**config.mk**
```make
export PLATFORM = sky130hd
export DESIGN_NAME = tinyalu_requester
export DESIGN_NICKNAME = d
export VERILOG_FILES = /design/src/rtl/tinyalu_pkg.sv /design/src/rtl/tinyalu_requester.sv
export SDC_FILE = /design/constraint.sdc
export NUM_CORES = 1
export LEC_CHECK = 0
export BUFFER_PORTS_ARGS = -buffer_cell sky130_fd_sc_hd__buf_2
export CAP_MARGIN = 20
export CELL_PAD_IN_SITES_DETAIL_PLACEMENT = 1
export CELL_PAD_IN_SITES_GLOBAL_PLACEMENT = 1
export CORE_ASPECT_RATIO = 0.75
export CORE_UTILIZATION = 30
export DETAILED_ROUTE_END_ITERATION = 10
export PLACE_DENSITY = 0.71
export REMOVE_ABC_BUFFERS = 1
export SLEW_MARGIN = 20
export SYNTH_ARGS = -nofsm -noshare
export SYNTH_HDL_FRONTEND = slang
export SYNTH_SLANG_ARGS = --single-unit
```
**constraint.sdc**
```tcl
create_clock -name clk -period 2.45 [get_ports clk]
set_clock_uncertainty 0.15 [all_clocks]
set_input_delay 0.1225 -clock clk [delete_from_list [all_inputs] [get_ports clk]]
set_output_delay 0.1225 -clock clk [all_outputs]
set_load 0.1 [all_outputs]
```
**src/rtl/tinyalu_pkg.sv**
```systemverilog
// Shared TinyALU types: opcode encoding and requester state encoding.
package tinyalu_pkg;

  localparam int unsigned DATA_W = 8;
  localparam int unsigned OP_W   = 3;
  localparam int unsigned RES_W  = 16;

  typedef enum logic [OP_W-1:0] {
    no_op  = 3'b000,
    add_op = 3'b001,
    and_op = 3'b010,
    xor_op = 3'b011,
    mul_op = 3'b100
  } operation_t;

  typedef enum logic [1:0] {
    IDLE  = 2'd0,
    WAIT  = 2'd1,
    DRAIN = 2'd2
  } req_state_t;

endpackage

```
**src/rtl/tinyalu_requester.sv**
```systemverilog
// Command-side initiator for TinyALU: issues one op at a time, waits for done
// (with timeout), drains residual done pulses, and holds the response slot.
module tinyalu_requester
  import tinyalu_pkg::*;
#(
  parameter int unsigned TIMEOUT      = 15,
  parameter int unsigned DRAIN_CYCLES = 5
) (
  input  logic              clk,
  input  logic              reset_n,
  input  logic              cmd_valid,
  output logic              cmd_ready,
  input  logic [DATA_W-1:0] cmd_a,
  input  logic [DATA_W-1:0] cmd_b,
  input  logic [OP_W-1:0]   cmd_op,
  output logic [DATA_W-1:0] alu_a,
  output logic [DATA_W-1:0] alu_b,
  output logic [OP_W-1:0]   alu_op,
  output logic              alu_start,
  input  logic              alu_done,
  input  logic [RES_W-1:0]  alu_result,
  output logic              rsp_valid,
  input  logic              rsp_ready,
  output logic [RES_W-1:0]  rsp_result,
  output logic [OP_W-1:0]   rsp_op,
  output logic              rsp_err
);

  localparam int unsigned WCNT_W = $clog2(TIMEOUT + 1);
  localparam int unsigned DCNT_W = $clog2(DRAIN_CYCLES + 1);
  localparam logic [WCNT_W-1:0] WAIT_LAST  = WCNT_W'(TIMEOUT - 1);
  localparam logic [DCNT_W-1:0] DRAIN_LAST = DCNT_W'(DRAIN_CYCLES - 1);

  req_state_t         state, state_d;
  logic [WCNT_W-1:0]  wait_cnt, wait_cnt_d;
  logic [DCNT_W-1:0]  drain_cnt, drain_cnt_d;
  logic [DATA_W-1:0]  alu_a_d, alu_b_d;
  logic [OP_W-1:0]    alu_op_d, rsp_op_d;
  logic               alu_start_d, rsp_valid_d, rsp_err_d;
  logic [RES_W-1:0]   rsp_result_d;

  // Single outstanding op: only accept from IDLE with an empty response slot.
  assign cmd_ready = (state == IDLE) && !rsp_valid;

  always_ff @(posedge clk or negedge reset_n) begin
    if (!reset_n) begin
      state      <= IDLE;
      wait_cnt   <= '0;
      drain_cnt  <= '0;
      alu_a      <= '0;
      alu_b      <= '0;
      alu_op     <= '0;
      alu_start  <= 1'b0;
      rsp_valid  <= 1'b0;
      rsp_result <= '0;
      rsp_op     <= '0;
      rsp_err    <= 1'b0;
    end else begin
      state      <= state_d;
      wait_cnt   <= wait_cnt_d;
      drain_cnt  <= drain_cnt_d;
      alu_a      <= alu_a_d;
      alu_b      <= alu_b_d;
      alu_op     <= alu_op_d;
      alu_start  <= alu_start_d;
      rsp_valid  <= rsp_valid_d;
      rsp_result <= rsp_result_d;
      rsp_op     <= rsp_op_d;
      rsp_err    <= rsp_err_d;
    end
  end

  always_comb begin
    state_d      = state;
    wait_cnt_d   = wait_cnt;
    drain_cnt_d  = drain_cnt;
    alu_a_d      = alu_a;
    alu_b_d      = alu_b;
    alu_op_d     = alu_op;
    alu_start_d  = alu_start;
    rsp_valid_d  = rsp_valid;
    rsp_result_d = rsp_result;
    rsp_op_d     = rsp_op;
    rsp_err_d    = rsp_err;

    if (rsp_valid && rsp_ready) rsp_valid_d = 1'b0;

    case (state)
      IDLE: begin
        if (cmd_valid && cmd_ready) begin
          if (cmd_op == no_op) begin
            rsp_valid_d  = 1'b1;
            rsp_result_d = '0;
            rsp_op_d     = cmd_op;
            rsp_err_d    = 1'b0;
          end else begin
            alu_a_d     = cmd_a;
            alu_b_d     = cmd_b;
            alu_op_d    = cmd_op;
            alu_start_d = 1'b1;
            wait_cnt_d  = '0;
            state_d     = WAIT;
          end
        end
      end
      WAIT: begin
        if (alu_done) begin
          rsp_valid_d  = 1'b1;
          rsp_result_d = alu_result;
          rsp_op_d     = alu_op;
          rsp_err_d    = 1'b0;
          alu_start_d  = 1'b0;
          drain_cnt_d  = '0;
          state_d      = DRAIN;
        end else if (wait_cnt == WAIT_LAST) begin
          rsp_valid_d  = 1'b1;
          rsp_result_d = '0;
          rsp_op_d     = alu_op;
          rsp_err_d    = 1'b1;
          alu_start_d  = 1'b0;
          drain_cnt_d  = '0;
          state_d      = DRAIN;
        end else begin
          wait_cnt_d = wait_cnt + WCNT_W'(1);
        end
      end
      // Operands stay put while residual done pulses die out.
      DRAIN: begin
        if (drain_cnt == DRAIN_LAST) state_d = IDLE;
        else drain_cnt_d = drain_cnt + DCNT_W'(1);
      end
      default: state_d = IDLE;
    endcase
  end

endmodule

```
==> run metrics, run 1 <==
Worst Hold Path Cells 4; Seq cells post-synth 50; R2R Setup Slk 0.38 ns; Slew Limit Fails 0; post-synthesis mux area share 16.2%; NumNets Final 315; worst slack, placed 0.366 ns; CP max FO 20; final worst slack 0.378 ns; clock sinks 50; Residual DRC 0; cell breakdown of the critical path inv_1, ha_1, a31o_2, a22oi_1, buf_4, mux2_1; Synth Area in Compound Gates 12.8%; asr flop ratio synth 100%; H-Tree Depth 2; WP data required 2.49 ns; # rows 26; clk root buf clkbuf_8; antenna violations before repair 0; Synth Area in Simple Gates 6.36%; R2R depth 6; layout cells sized above 1 42.3%; adder-cell share of the synthesized area 2.33%; Hold Crit Class primary input to flip-flop; total grt overflow 0; main combinational cell family by area after synthesis multiplexers; crit path DAT 2.11 ns; drt wl/cell 15.2 um; max cap viols 0; Total Routing Usage GR 15.8%; Max-slew headroom 56.6%; Num CTS Buffers 5; I/O Pins 82; Tcrit/Tclk final 84.6%; largest net degree at the start of global routing 23; sequential area share after synthesis 58.3%; Detail Placement HPWL 3660 um; EDFF count, synth 0; CTS Buffer Depth 2; CP peak stage delay 0.38 ns; most frequent cells in the layout buf_2, dfrtp_1, dlygate4sd3_1; status completed; vias 1688; RR Endpoint rsp_op[0]$_DFFE_PN0P_; CTS hold repair buffers 37; vias in the first global route 1814; total die area 7500 um^2; PortBufs 81; Post-Synthesis Cells 148; CTS tree yes; Hold Path End wait_cnt[0]$_DFFE_PN0P_; Placeable Area 6860 um^2; post-CTS setup repair buffer count 0; Unique masters post-synth 35; initial DRC count 35; Routed Antenna Nets 0; Crit-path slowest cell dfrtp_1; later-pin clock latency in the skew report 0.30 ns; Post-CTS Resized 0; Reg clk slew, reported paths 0.09 ns; most common cell after layout, fill and taps aside buf_2; FF-to-FF Start wait_cnt[0]$_DFFE_PN0P_; first-pass GRT wire length 8980 um; Final Hold Viols 0; xor-xnor portion of the synthesized cell area 0%; startpoint of the worst hold path alu_done; worst-margin pin slew 0.651 ns; Die Span Y 75.2 um; CP Capture Type flip-flop; mapped cell area 2150 um^2; Final Critical Period 2.07 ns; critical path startpoint category flip-flop; Crit Path Category flip-flop to flip-flop; Fill cells 735; Synthesis Warnings 0; Die X-Extent 99.7 um; Main synth FF type dfrtp_1; router iterations before antenna repair 4; Final setup viols 0; Initial Util 31.3%; RSZ-0062 raised after global routing no; f_max 483 MHz; Final Wtd Congestion 0.753; Area Overhead vs Synth 46.2%; vias per std cell 4.56; Antenna Cells 0; Synth Area per Inst 14.5 um^2; Routed WL 5630 um
## worst max-delay path: cells and delay by family, from the launching register on
| kind | cells | cell delay (ns) |
|---|---|---|
| AO/OA/AOI/OAI | 2 | 0.50 |
| adder cells (fa/ha/maj) | 1 | 0.21 |
| buffers and inverters | 2 | 0.36 |
| flip-flops | 1 | 0.38 |
| multiplexers | 1 | 0.36 |
## logic make-up (layout without fill, tap and decap cells)
family,Yosys count,in the layout
buffers and inverters,13,137
flip-flops,50,50
AND/OR/NAND/NOR,20,20
multiplexers,25,25
AO/OA/AOI/OAI,36,36
adder cells (fa/ha/maj),4,4
## state kept, by name, summed over array words and instances, names as in the netlist
name and flops:
alu_b 8, rsp_result 16, state 2, rsp_valid 1
alu_start 1, rsp_op 3, rsp_err 1, wait_cnt 4
alu_op 3, drain_cnt 3, alu_a 8
## per-layer routing
| layer | global-route usage [%] | vias up | share of wire, % |
|---|---|---|---|
| li1 | - | 782 | - |
| met1 | 19.4 | 842 | 43 |
| met2 | 28.3 | 57 | 51 |
| met3 | 3.99 | 7 | 4.7 |
| met4 | 4.25 | 0 | 1.2 |
| met5 | 0 | - | 0 |
## synthesized netlist by cell type (2+ instances only)
cell type  number  area (um^2)
a21oi_1         3         15.0
a22o_1         17          149
buf_12          2         40.0
buf_2           4         20.0
dfrtp_1        50         1250
ha_1            4         50.1
inv_1           6         22.5
mux2_1          6         67.6
mux2_4         18          270
nand2_1         4         15.0
nand2b_1        2         12.5
nand3_1         4         20.0
o21ai_1         5         25.0
o31ai_1         2         15.0
## worst max path at each step
stage,from,to,depth (start not counted)
after floorplan,rsp_valid$_DFF_PN0_,cmd_ready,1
after global placement,wait_cnt[0]$_DFFE_PN0P_,rsp_op[2]$_DFFE_PN0P_,6
after detailed placement,wait_cnt[0]$_DFFE_PN0P_,rsp_op[0]$_DFFE_PN0P_,6
after CTS,wait_cnt[0]$_DFFE_PN0P_,rsp_op[0]$_DFFE_PN0P_,6
after global routing,wait_cnt[0]$_DFFE_PN0P_,rsp_op[0]$_DFFE_PN0P_,6
final,wait_cnt[0]$_DFFE_PN0P_,rsp_op[0]$_DFFE_PN0P_,6
## stage by stage
step / util, % / area [um^2] / cells / hold slack, ns / setup TNS, ns
2_1_floorplan: - / 2080 / 141 / -0.323 / -4.73
3_3_place_gp: 38.8 / 2660 / 325 / -0.0323 / 0
5_1_grt: 45.7 / 3140 / 370 / 0.0344 / 0
4_1_cts: 45.7 / 3140 / 370 / 0.00152 / 0
6_report: 45.7 / 3140 / 370 / 0.0152 / 0
3_5_place_dp: 38.8 / 2660 / 325 / -0.0280 / 0
## cell type report
class                      instances  area (um^2)  area share, %
timing repair buffer             123          826           26.3
inverter                           6         22.5          0.718
sequential                        50         1250           39.9
tap                               98          123           3.91
clock inverter                     1         30.0          0.957
clock buffer                       7         76.3           2.43
multi-input combinational         85          808           25.8
Power of run 1 is not shown: default switching activity piles up to over one toggle a cycle in this logic, so the estimate is an artifact.
==> inputs of run 2 (changes only) <==
ABC_AREA = 1   (was not set)
PLACE_DENSITY = 0.75   (was 0.71)
clock period = 2.1 ns   (was 2.45 ns; I/O delays follow)
==> run 2 against run 1 <==
Critical path type is now primary input to flip-flop. Worst hold slack gained 0.063 ns. Flip-flop and latch count stayed put. Global-route usage increased by 1.4 points. Setup slack worse by 0.035 ns. Design area increased by 0.52%. Synthesized area rose by 2.1%.
==> run metrics, run 2 <==
Post-Synthesis Cells 260; Fill cells 877; # rows 26; Antenna Cells 0; Final setup viols 0; Reg clk slew, reported paths 0.09 ns; max cap viols 0; asr flop ratio synth 100%; Synthesis Warnings 0; WP buf/inv 2; Synth Area per Inst 8.43 um^2; Final Critical Period 1.76 ns; Routed WL 6080 um; most frequent cells in the layout nand2_1, buf_2, dfrtp_1; top-area cell type share of the netlist area 57.1%; initial DRC count 82; Tcrit/Tclk final 83.7%; Slew Limit Fails 0; sequential area share after synthesis 57.1%; Crit-path slowest cell dlygate4sd3_1; Routed Antenna Nets 0; Crit path top cell by count nand2_1; later-pin clock latency in the skew report 0.30 ns; total die area 7650 um^2; worst-margin pin slew 0.499 ns; Hold Crit Class primary input to flip-flop; Num CTS Buffers 5; mapped cell area 2190 um^2; Placeable Area 6930 um^2; register area 1250 um^2; Most flops, register rsp_result; kind of cell adding the most delay to the critical path simple AND/OR/NAND/NOR gates; most frequent cell after synthesis nand2_1; drt wl/cell 12.6 um; H-Tree Depth 2; I/O Pins 82; clock sinks 50; multi-input logic area 798 um^2; largest net degree at the start of global routing 21; vias in the first global route 2207; router iterations before antenna repair 4; vias per std cell 4.22; NumNets Final 427; clk root buf clkbuf_8; vias 2036; total grt overflow 0; Residual DRC 0; Die X-Extent 101 um; Max-slew headroom 66.9%; Final Hold Viols 0; top cells by area, synth dfrtp_1, nand2_1, inv_1, buf_6, ha_1; crit path DAT 1.80 ns; Post-synth top cells nand2_1, dfrtp_1, inv_1; antenna violations before repair 0; design area 3150 um^2; critical path startpoint category primary input; Total Routing Usage GR 17.2%; Unique masters post-synth 20; Main synth FF type dfrtp_1; CTS Buffer Depth 2; CP Capture Type flip-flop; EDFF count, synth 0; CP max FO 18; Die Span Y 76.0 um; f_max 569 MHz; CTS hold repair buffers 38; post-CTS setup repair buffer count 0; CP peak stage delay 0.53 ns; Initial Util 31.6%; DP Area 2680 um^2; first-pass GRT wire length 10400 um; max reg flops 16; Area Overhead vs Synth 43.9%; WHS 0.0780 ns; WP data required 2.14 ns; Yosys top cell by area dfrtp_1; PortBufs 81; most common cell after layout, fill and taps aside nand2_1; cell breakdown of the critical path dlygate4sd3_1, buf_2, nor2_1, nand2_1, nand3_2, nand2_1, nand2_1, nand2_1; Detail Placement HPWL 4260 um; CTS tree yes; Final Wtd Congestion 0.757; layout cells sized above 1 27.1%; Seq cells post-synth 50; Post-CTS Resized 0; RSZ-0062 raised after global routing no; top flop regs rsp_result x16, alu_a x8, alu_b x8; Crit Path Category primary input to flip-flop; status completed
-- run 2: area by class of cell --
class                   count  share of cell area [%]
repair buffers            123                    25.9
multi-input cells         183                    25.3
clock buffers               5                    2.18
clock inverters             3                   0.675
inverters                  20                    2.38
well taps                  98                    3.89
flip-flops and latches     50                    39.7
-- run 2: final timing paths --
kind | from | to | slack (ns) | cells after the start
setup / recovery | cmd_op[0] | wait_cnt[3]$_DFFE_PN0P_ | 0.34 | 8
hold / removal | cmd_valid | rsp_valid$_DFF_PN0_ | 0.08 | 3
setup reg to reg | wait_cnt[0]$_DFFE_PN0P_ | rsp_result[13]$_DFFE_PN0P_ | 0.37 | 10
hold reg to reg | alu_b[4]$_DFFE_PN0P_ | alu_b[4]$_DFFE_PN0P_ | 0.33 | 2
max in group asynchronous | reset_n | alu_a[7]$_DFFE_PN0P_ | 1.03 | 3
min in group asynchronous | reset_n | drain_cnt[0]$_DFFE_PN0P_ | 0.13 | 2
-- run 2: cell families (layout without fill, tap and decap cells) --
kind of cell,after synthesis,count (layout),synth area share [%]
xor+xnor,1,1,0.400
buf+inv,27,151,6.45
flops,50,50,57.1
simple gates,166,166,30.8
fa+ha+maj,4,4,2.28
compound gates,12,12,2.91
-- run 2: per-layer routing --
layer  share of wire (%)  wire [um]  vias to the layer above  GRT usage (%)
li1                    -          -                     1027              -
met1                  47       2880                      944           23.3
met2                  47       2860                       63           29.0
met3                 5.3        322                        2           3.30
met4                0.28         17                        0           3.04
met5                   0          0                        -              0
-- run 2: worst min-delay path, stage by stage --
cell      delay [ns]
buf_2           0.12
nand3_2         0.12
o221ai_1        0.12
-- run 2: stage by stage --
step | utilization (%) | setup slack [ns] | cells | setup TNS [ns]
CTS | 45.5 | 0.311 | 482 | 0
floorplan | - | -0.622 | 253 | -11.60
global placement | 38.7 | 0.415 | 436 | 0
detailed placement | 38.7 | 0.359 | 436 | 0
finish | 45.5 | 0.343 | 482 | 0
global route | 45.5 | 0.128 | 482 | 0
Power of run 2 is left out for the same reason.
